===== config.mk =====
export PLATFORM = sky130hd
export DESIGN_NAME = exp_collect
export DESIGN_NICKNAME = d
export VERILOG_FILES = /design/src/rtl/hss_pkg.sv /design/src/rtl/exp_collect_sync_fifo.sv /design/src/rtl/exp_collect.sv
export SDC_FILE = /design/constraint.sdc
export NUM_CORES = 1
export LEC_CHECK = 0
export CORE_MARGIN = 2
export CORE_UTILIZATION = 55
export CTS_CLUSTER_DIAMETER = 150
export DETAILED_ROUTE_END_ITERATION = 10
export PLACE_DENSITY = 0.76
export SLEW_MARGIN = 40
export SYNTH_ARGS = -nofsm -noshare
export SYNTH_HDL_FRONTEND = slang
export SYNTH_SLANG_ARGS = --single-unit

===== constraint.sdc =====
create_clock -name CLK -period 3.3 [get_ports CLK]
set_input_delay 0.66 -clock CLK [delete_from_list [all_inputs] [get_ports CLK]]
set_output_delay 0.66 -clock CLK [all_outputs]
set_load 0.005 [all_outputs]

===== src/rtl/hss_pkg.sv =====
// Package: hss_pkg
// Constants and types shared between the exp pipeline and the blocks that
// sit downstream of it.
//   DATA_W_DEF : default sample width (matches exp output_data)
//   SUM_W_DEF  : default running-sum width for normalisation denominators
//   sample_t   : one exp output sample
package hss_pkg;

  localparam int DATA_W_DEF = 16;
  localparam int SUM_W_DEF  = 32;

  typedef logic [DATA_W_DEF-1:0] sample_t;

endpackage : hss_pkg


===== src/rtl/exp_collect_sync_fifo.sv =====
// Module: sync_fifo
// Single-clock first-word-fall-through FIFO. rdata always shows the head
// entry; the caller is responsible for only pushing when there is room (or
// popping in the same cycle) and only popping when non-empty.
// Ports:
//   clk, rst_n    : clock, asynchronous active-low reset (clears storage too)
//   clr           : synchronous flush of pointers
//   push, wdata   : write strobe and data
//   pop           : advance head
//   rdata         : head entry (combinational)
//   full, empty   : occupancy flags
//   count         : occupancy 0..DEPTH
module sync_fifo
  import hss_pkg::*;
#(
  parameter int DATA_W = DATA_W_DEF,
  parameter int DEPTH  = 8
) (
  input  logic                     clk,
  input  logic                     rst_n,
  input  logic                     clr,
  input  logic                     push,
  input  logic [DATA_W-1:0]        wdata,
  input  logic                     pop,
  output logic [DATA_W-1:0]        rdata,
  output logic                     full,
  output logic                     empty,
  output logic [$clog2(DEPTH):0]   count
);

  localparam int AW = $clog2(DEPTH);

  // Pointers carry one extra wrap bit so full and empty are distinguishable.
  logic [AW:0]       wptr_q, wptr_d;
  logic [AW:0]       rptr_q, rptr_d;
  logic [DATA_W-1:0] mem_q [DEPTH];
  logic [DATA_W-1:0] mem_d [DEPTH];

  always_comb begin
    wptr_d = wptr_q;
    rptr_d = rptr_q;
    mem_d  = mem_q;
    if (clr) begin
      wptr_d = '0;
      rptr_d = '0;
    end else begin
      if (push) begin
        mem_d[wptr_q[AW-1:0]] = wdata;
        wptr_d = wptr_q + 1'b1;
      end
      if (pop) begin
        rptr_d = rptr_q + 1'b1;
      end
    end
  end

  always_ff @(posedge clk or negedge rst_n) begin
    if (!rst_n) begin
      wptr_q <= '0;
      rptr_q <= '0;
      for (int i = 0; i < DEPTH; i++) begin
        mem_q[i] <= '0;
      end
    end else begin
      wptr_q <= wptr_d;
      rptr_q <= rptr_d;
      mem_q  <= mem_d;
    end
  end

  assign rdata = mem_q[rptr_q[AW-1:0]];
  assign empty = (wptr_q == rptr_q);
  assign full  = (wptr_q[AW-1:0] == rptr_q[AW-1:0]) && (wptr_q[AW] != rptr_q[AW]);
  assign count = wptr_q - rptr_q;

endmodule : sync_fifo


===== src/rtl/exp_collect.sv =====
// Module: exp_collect
// Collects every sample strobed out of the exp unit into a FWFT FIFO and
// hands it to the consumer over valid/ready. Also keeps a saturating sum of
// accepted samples and a sticky flag for samples dropped on a full FIFO.
// Ports:
//   CLK, RST      : clock, asynchronous active-low reset
//   data_in       : sample from exp
//   write_enable  : sample strobe, one sample per high cycle
//   clear         : synchronous flush of FIFO, sum and overflow
//   out_data      : FIFO head, meaningful while out_valid
//   out_valid     : FIFO non-empty
//   out_ready     : consumer takes the head this cycle
//   count         : occupancy 0..DEPTH
//   sum           : saturating sum of accepted samples
//   overflow      : sticky, a strobed sample was dropped
module exp_collect
  import hss_pkg::*;
#(
  parameter int DATA_W = DATA_W_DEF,
  parameter int DEPTH  = 8,
  parameter int SUM_W  = SUM_W_DEF
) (
  input  logic                     CLK,
  input  logic                     RST,
  input  logic [DATA_W-1:0]        data_in,
  input  logic                     write_enable,
  input  logic                     clear,
  output logic [DATA_W-1:0]        out_data,
  output logic                     out_valid,
  input  logic                     out_ready,
  output logic [$clog2(DEPTH):0]   count,
  output logic [SUM_W-1:0]         sum,
  output logic                     overflow
);

  logic             fifo_full;
  logic             fifo_empty;
  logic             push;
  logic             pop;
  logic [SUM_W:0]   sum_wide;
  logic [SUM_W-1:0] sum_q, sum_d;
  logic             overflow_q, overflow_d;

  // Clear suppresses both sides of the handshake in its cycle.
  assign pop  = !fifo_empty && out_ready && !clear;
  // A pop in the same cycle frees a slot, so a full FIFO still accepts.
  assign push = write_enable && (!fifo_full || pop) && !clear;

  sync_fifo #(
    .DATA_W (DATA_W),
    .DEPTH  (DEPTH)
  ) u_fifo (
    .clk   (CLK),
    .rst_n (RST),
    .clr   (clear),
    .push  (push),
    .wdata (data_in),
    .pop   (pop),
    .rdata (out_data),
    .full  (fifo_full),
    .empty (fifo_empty),
    .count (count)
  );

  // One guard bit catches the carry out; on carry the sum pins to all ones.
  assign sum_wide = {1'b0, sum_q} + {{(SUM_W + 1 - DATA_W){1'b0}}, data_in};

  always_comb begin
    sum_d      = sum_q;
    overflow_d = overflow_q;
    if (clear) begin
      sum_d      = '0;
      overflow_d = 1'b0;
    end else begin
      if (push) begin
        sum_d = sum_wide[SUM_W] ? {SUM_W{1'b1}} : sum_wide[SUM_W-1:0];
      end
      if (write_enable && !push) begin
        overflow_d = 1'b1;
      end
    end
  end

  always_ff @(posedge CLK or negedge RST) begin
    if (!RST) begin
      sum_q      <= '0;
      overflow_q <= 1'b0;
    end else begin
      sum_q      <= sum_d;
      overflow_q <= overflow_d;
    end
  end

  assign out_valid = !fifo_empty;
  assign sum       = sum_q;
  assign overflow  = overflow_q;

endmodule : exp_collect


==> impl_results.md, run 1 <==
- Number of H-tree branching levels: 4
- Pin count of the biggest net entering global routing: 91
- Placed cells: 994
- Clock-pin slew on the worst setup and hold paths: 60 ps
- Clock latency reported for the late side of the worst-skew pair: between 400 and 500 ps
- Port Buffer Count: 74
- Hold violation count in the final report: 0
- Outcome: completed
- Pin slew with the least headroom to its limit: 599 ps
- Reg2reg path depth: 8
- Total global routing overflow: 0
- Dpl ws: -118 ps
- Commonest register cell after synthesis: dfrtp_1
- TritonCTS clock tree: yes
- Via-to-Cell Ratio: around 6.1
- Net Sw Frac: 0.272
- Power Total: 6.00 mW
- Row Count: 45
- Share of power burned in combinational logic: 0.257
- Type of origin of the critical path: flop
- Total of max-cap violations: 0
- Synthesized-area fraction occupied by adder cells: 0.0348
- Switching Power: between 1.5 and 2 mW
- Antenna violations before repair: 0
- Share of layout cells above drive strength 1: 0.317
- Area added between synthesis and finish: 20.2%
- Worst R2R Setup Slack: 480 ps
- Post-route cell area: between 0.01 and 0.015 sq mm
- Leak: approximately 4.8 nW
- Asr flop ratio synth: 1.00
- Inserted Diodes: 0
- Avg Inst Size Synth: 12.5 sq um
- Period Utilization, post-route: 0.950
- Average routed wire per standard cell: 20.8 microns
- Remaining design rule violation count: 0
- Via Count: slightly above 6000
- Die Height: approximately 130 microns
- Number of optimization iterations in the first detailed-route pass: 5
- Non-filler cells in the finished layout: 1023
- Wire length of the first global-routing pass: around 35000 microns
- Largest fanout on the critical path: 9
- Placed inst area: 0.00990 sq mm
- Internal power: 4.37 mW
- Die width: 130 microns
- Cells after synthesis: 697
- Antenna viol nets, final: 0
- Part of the Yosys area used for sequential elements: 0.486
- Final Core Density: 0.683
- Violation count after the first detailed-routing iteration: 550
- Via count of the first global-routing pass: 6699
- Number of warning messages in the yosys log: 0
- Initial Utilization: 0.568
- Slack of the critical path: roughly 170 ps
- Share of the synthesized netlist area taken by xor and xnor gates: 0.0210
- Global routing usage summed across all routing layers: 0.272
- Total length of routed wires: about 21000 microns
- Power density normalized to cell area: approximately 570 mW/mm^2
- Crit Reg-Reg Endpoint: u_fifo.mem_q[19]
- Final setup violation count: 0
- Area of the die: 0.0168 sq mm
- Number of clock sinks: 169
- I/O Pins: between 70 and 80
- Min-delay worst type: input port to async pin
- Maximum operating frequency: 319 MHz
- Required time of the critical path: ~2600 ps
- Nature of the critical path endpoint: output port
- Hold buffers post-CTS: 0
- #FFs+latches synth: 169
- Net count after synthesis: 741
- Clock root buffer: clkbuf_16
- Area inside the core boundary: 0.0153 sq mm
- Unique cell type count in the Yosys netlist: 58
- Number of pins exceeding their max-slew limit in the final report: 0
- Longest Clk Path Bufs: 2
- Kind of critical path: flop to output port
- Sequential Power Share: 0.422
- Combinational family with the most area after synthesis: multiplexers
- Startpoint of the worst-slack reg-to-reg timing path: u_fifo.wptr_q[0]
- VDD IR-drop max: approximately 0.00043 V
- Final Critical Period: ~3100 ps
- Number of clock buffers inserted by TritonCTS: 17
- Placer Congestion: 0.915
- Synthesized area: 0.00870 sq mm
- Number of nets in the finished design: 846
- RSZ-0062 raised after global routing: no
- Detailed-placement wirelength estimate: 13900 microns
- Data arrival at the endpoint of the critical path: 2470 ps
- Fraction of synthesized area in multiplexers: 0.248
- Basic-gate share of the synthesized area counting and, or, nand and nor cells: 0.110
- EDFF count, synth: 0
- Max-Slew Margin vs Limit: 0.600
- Clock Skew: around 6.4 ps
- Fraction of the mapped netlist area in compound gates: 0.0723
- Setup fix buffers added after clock tree synthesis: 0
- Clock group share of total power: 0.321
- Cts repair resizes: 0
## logic make-up after synthesis
kind of cell / count (synthesis)
AO/OA/AOI/OAI: 93
flip-flops: 169
adder cells (fa/ha/maj): 23
AND/OR/NAND/NOR: 185
multiplexers: 160
XOR/XNOR: 20
buffers and inverters: 47
## power by group through the flow
stage	Clock (mW)	Combinational [mW]	Sequential, mW
6_report	1.93	1.54	2.53
5_1_grt	2.04	1.68	2.56
4_1_cts	1.95	1.55	2.53
3_5_place_dp	0	1.54	2.56
3_3_place_gp	0	1.49	2.53
2_1_floorplan	0	0.950	2.49
## per-layer routing
metal / vias up / track usage / routed length (microns)
met4: 0 / 0.102 / 485
li1: 2775 / - / -
met2: 203 / 0.461 / 10800
met3: 47 / 0.0447 / 938
met1: 3190 / 0.357 / 8980
met5: - / 0 / 0
## synthesized netlist by cell type (all sizes together) (3+ instances only)
master / instances / area, sq um
a211oi: 12 / 90.1
a21o: 8 / 60.1
a21oi: 25 / 125
a311oi: 10 / 87.6
a31o: 4 / 35.0
a31oi: 7 / 43.8
and2: 3 / 20.0
and3: 13 / 88.8
and4: 7 / 61.3
buf: 23 / 126
clkbuf: 13 / 70.1
dfrtp: 169 / 4230
ha: 21 / 263
inv: 10 / 37.5
mux2: 128 / 1440
mux4: 32 / 721
nand2: 61 / 229
nand3: 14 / 85.1
nand4: 9 / 101
nor2: 41 / 161
nor2b: 7 / 46.3
nor3: 24 / 125
o21a: 4 / 32.5
o21ai: 13 / 76.3
o21bai: 3 / 22.5
xnor2: 10 / 95.1
xor2: 10 / 87.6
## worst max-delay path by stage
stage / end / startpoint / depth (start not counted) / slack, ps
floorplan: u_fifo.mem_q[22] / u_fifo.rptr_q[2] / 11 / 520
global placement: sum[4] / data_in[0] / 10 / -60
detailed placement: sum[22] / data_in[0] / 9 / -120
CTS: count[2] / u_fifo.wptr_q[0] / 5 / 130
global route: sum[10] / data_in[0] / 10 / 70
finish: count[2] / u_fifo.wptr_q[0] / 5 / 170
## registers in the layout (all words and copies together) (netlist names)
name,count
overflow,1
sum,32
u_fifo.mem_q,128
u_fifo.rptr_q,4
u_fifo.wptr_q,4
## metrics by stage
stage,setup TNS [ps],hold WS (ps)
final,0,137
after global routing,0,158
after CTS,0,145
after detailed placement,-2370,484
after global placement,-791,471
after floorplan,0,364
## layout by cell type, fill, tap and decap left out, types with 7 or more instances in the layout
master and count:
dfrtp_1 168, o21ai_0 11, a211oi_1 12, mux2_2 127
buf_4 46, inv_1 10, clkbuf_16 17, and4_1 7
nand3_1 11, a311oi_1 10, ha_1 21, mux4_2 32
xor2_1 10, clkdlybuf4s50_1 73, nand2_1 61, a21oi_1 25
nor2_1 40, a21o_1 8, and3_1 10, xnor2_1 9
a31oi_1 7, nor3_1 23
## critical path, cell delays in order, from the launching register on
cell             delay (ps)
dfrtp_1                 630
inv_1                   140
ha_1                    230
fa_1                    380
xnor2_1                 140
clkdlybuf4s50_1         510
## layout make-up
| cell class | count | area [sq um] |
|---|---|---|
| Tap cell | 211 | 264 |
| Clock inverter | 9 | 101 |
| Multi-Input combinational cell | 481 | 4230 |
| Timing Repair Buffer | 122 | 1130 |
| Inverter | 11 | 41.3 |
| Clock buffer | 20 | 457 |
| Fill cell | 1101 | 4860 |
| Sequential cell | 169 | 4230 |
(Power assumes the default switching activity.)
==> run 2, diff against run 1 <==
--- a/config.mk
+++ b/config.mk
@@ -5,6 +5,7 @@
 export SDC_FILE = /design/constraint.sdc
 export NUM_CORES = 1
 export LEC_CHECK = 0
+export ABC_CLOCK_PERIOD_IN_PS = 3300
 export CORE_MARGIN = 2
 export CORE_UTILIZATION = 55
 export CTS_CLUSTER_DIAMETER = 150
==> results of run 2 <==
Same layout as run 1: the final DEF is identical, and so are final timing and power.
==> run 3, diff against run 2 <==
--- a/config.mk
+++ b/config.mk
@@ -5,7 +5,7 @@
 export SDC_FILE = /design/constraint.sdc
 export NUM_CORES = 1
 export LEC_CHECK = 0
-export ABC_CLOCK_PERIOD_IN_PS = 3300
+export ABC_CLOCK_PERIOD_IN_PS = 3700
 export CORE_MARGIN = 2
 export CORE_UTILIZATION = 55
 export CTS_CLUSTER_DIAMETER = 150
==> constraint.sdc (replaced) <==
create_clock -name CLK -period 3.7 [get_ports CLK]
set_input_delay 0.74 -clock CLK [delete_from_list [all_inputs] [get_ports CLK]]
set_output_delay 0.74 -clock CLK [all_outputs]
set_load 0.005 [all_outputs]
==> impl_results.md, run 3 (synthesis gave the netlist of run 1 again) <==
- Share of power burned in combinational logic: 0.249 (-0.008)
- Outcome: completed
- Detailed-placement wirelength estimate: 13300 microns (-4.1%)
- Number of nets in the finished design: 822 (-2.8%)
- GR Util met2: 0.417 (-0.0443)
- Via count of the first global-routing pass: 6452 (-3.7%)
- Placed inst area: 0.00972 sq mm (-1.8%)
- Slack of the critical path: 396 ps (+230 ps)
- Dpl ws: 48.4 ps (+166 ps)
- Die width: 130 microns (unchanged)
- Antenna viol nets, final: 0 (unchanged)
- Worst hold slack: 344 ps (+207 ps)
- Row Count: 45 (unchanged)
- Cts repair resizes: 0 (unchanged)
- Via-to-Cell Ratio: 5.99 (-1.4%)
- Sequential Power Share: 0.422 (about the same)
- RSZ-0062 raised after global routing: no
- Final setup violation count: 0 (unchanged)
- Area added between synthesis and finish: 18.3%
- Internal power: 3.89 mW (-11%)
- Share of layout cells above drive strength 1: 0.293 (-0.0232)
- Via Count: 6005 (-3.4%)
- VDD IR-drop max: 0.000378 V (-12%)
- Setup fix buffers added after clock tree synthesis: 0 (unchanged)
- Global routing's busiest layer: met2
- Antenna violations before repair: 0 (unchanged)
- Area of the die: 0.0168 sq mm (unchanged)
- Required time of the critical path: 3990 ps (+1350 ps)
- Clock Skew: 9.14 ps (+2.75 ps)
- Inserted Diodes: 0 (unchanged)
- Post-route cell area: 0.0103 sq mm (-1.5%)
- Period Utilization, post-route: 0.893
- Data arrival at the endpoint of the critical path: 3590 ps (+1120 ps)
- Total global routing overflow: 0 (unchanged)
- Reg with most FFs: u_fifo.mem_q
- Hold violation count in the final report: 0 (unchanged)
- Placer Congestion: 0.886 (-3.1%)
- Hold buffers post-CTS: 0 (unchanged)
- Power density normalized to cell area: 517 mW/mm^2 (-10%)
- Pin count of the biggest net entering global routing: 73 (-20%)
- Type of origin of the critical path: input port
- Pin slew with the least headroom to its limit: 695 ps (+95.6 ps)
- Max-Slew Margin vs Limit: 0.537 (-0.0633)
- Number of clock sinks: 169 (unchanged)
- Global routing usage summed across all routing layers: 0.259 (-0.0135)
- Clock root buffer: clkbuf_16
- Total of max-cap violations: 0 (unchanged)
- Number of pins exceeding their max-slew limit in the final report: 0 (unchanged)
- Commonest non-fill, non-tap cell in the layout: dfrtp_1
- Highest-count cells in the layout ignoring fill and taps: dfrtp_1 (168), mux2_2 (127), clkdlybuf4s50_1 (73)
- Final Core Density: 0.672 (-0.0105)
- Clock latency reported for the late side of the worst-skew pair: 430 ps (about the same)
- Clock-pin slew on the worst setup and hold paths: 60 ps (about the same)
- Port Buffer Count: 74 (unchanged)
- Violation count after the first detailed-routing iteration: 373 (-32%)
- Number of inserted filler cells in the final layout: 1158 (+5.2%)
- Nature of the critical path endpoint: flop
- Switching Power: 1.43 mW (-13%)
- Met3 GRT Util: 0.0439 (-0.000820)
- Wire length of the first global-routing pass: 33500 microns (-4.2%)
- Number of H-tree branching levels: 4 (unchanged)
- Number of clock buffers inserted by TritonCTS: 17 (unchanged)
- Number of flip-flops under the largest register name: 128 (unchanged)
- Initial Utilization: 0.568 (unchanged)
- Min-delay worst type: input port to async pin
- Die Height: 130 microns (unchanged)
- Area inside the core boundary: 0.0153 sq mm (unchanged)
- Largest fanout on the critical path: 9 (unchanged)
- I/O Pins: 75 (unchanged)
- TritonCTS clock tree: yes
- Remaining design rule violation count: 0 (unchanged)
- Number of optimization iterations in the first detailed-route pass: 6 (+1)
- Average routed wire per standard cell: 19.9 microns (-4.0%)
- Sum of negative setup slack: 0 ps (unchanged)
- Met1 Track Usage GR: 0.359 (+0.00153)
- Net Sw Frac: 0.268 (-0.00376)
- Total length of routed wires: 20000 microns (-6.0%)
- Leak: 4.66 nW (-2.4%)
- Clock group share of total power: 0.329 (+0.008)
- Final Critical Period: 3300 ps
- Longest Clk Path Bufs: 2 (unchanged)
- Kind of critical path: input port to flop
- Maximum operating frequency: 303 MHz
run 3: cell count changes in the layout (fill, tap and decap cells not counted), sizes merged:
| cell | change |
|---|---|
| clkinv | -2 |
| clkbuf | +5 |
| buf | -24 |
run 3: through the flow:
stage	power [mW]	cells
after global placement	3.54	970
after CTS	5.35	1002
final	5.32	1002
after floorplan	3.07	697
after global routing	5.58	1002
after detailed placement	3.60	970
run 3: area by class of cell:
cell class / count / area (sq um) / share of cell area
Multi-Input combinational cell: 481 / 4230 / 0.411
Sequential cell: 169 / 4230 / 0.411
Timing Repair Buffer: 98 / 947 / 0.0920
Clock buffer: 25 / 485 / 0.0472
Tap cell: 211 / 264 / 0.0256
Clock inverter: 7 / 91.3 / 0.00887
Inverter: 11 / 41.3 / 0.00401
run 3: worst max-delay path, cell delays in order:
cell             delay, ps
clkdlybuf4s50_1        570
ha_1                   310
fa_1                   440
a211oi_1               370
o21ai_1                180
and3_1                 210
o21a_2                 280
buf_4                  190
nor3_1                 210
nor3_1                  80
run 3: layer usage:
layer | vias to the layer above | wire, microns
li1 | 2735 | -
met2 | 146 | 9820
met4 | 0 | 426
met3 | 35 | 756
met5 | - | 0
met1 | 3089 | 8980
run 3: power by group through the flow:
stage	Combinational (mW)	Sequential, mW	Clock, mW
after floorplan	0.847	2.22	0
after global placement	1.29	2.25	0
after detailed placement	1.33	2.27	0
after CTS	1.34	2.24	1.77
after global routing	1.46	2.27	1.85
final	1.32	2.25	1.75
run 3: final timing paths:
kind,startpoint,to,slack (ps),cells past startpoint
setup / recovery,data_in[0],sum[4],400,10
hold / removal,RST,sum[7],340,1
max in group asynchronous,RST,u_fifo.mem_q[57],2520,2
min in group CLK,u_fifo.mem_q[12],u_fifo.mem_q[12],500,1
setup reg to reg,u_fifo.wptr_q[0],u_fifo.mem_q[22],570,7
hold reg to reg,u_fifo.mem_q[12],u_fifo.mem_q[12],500,1
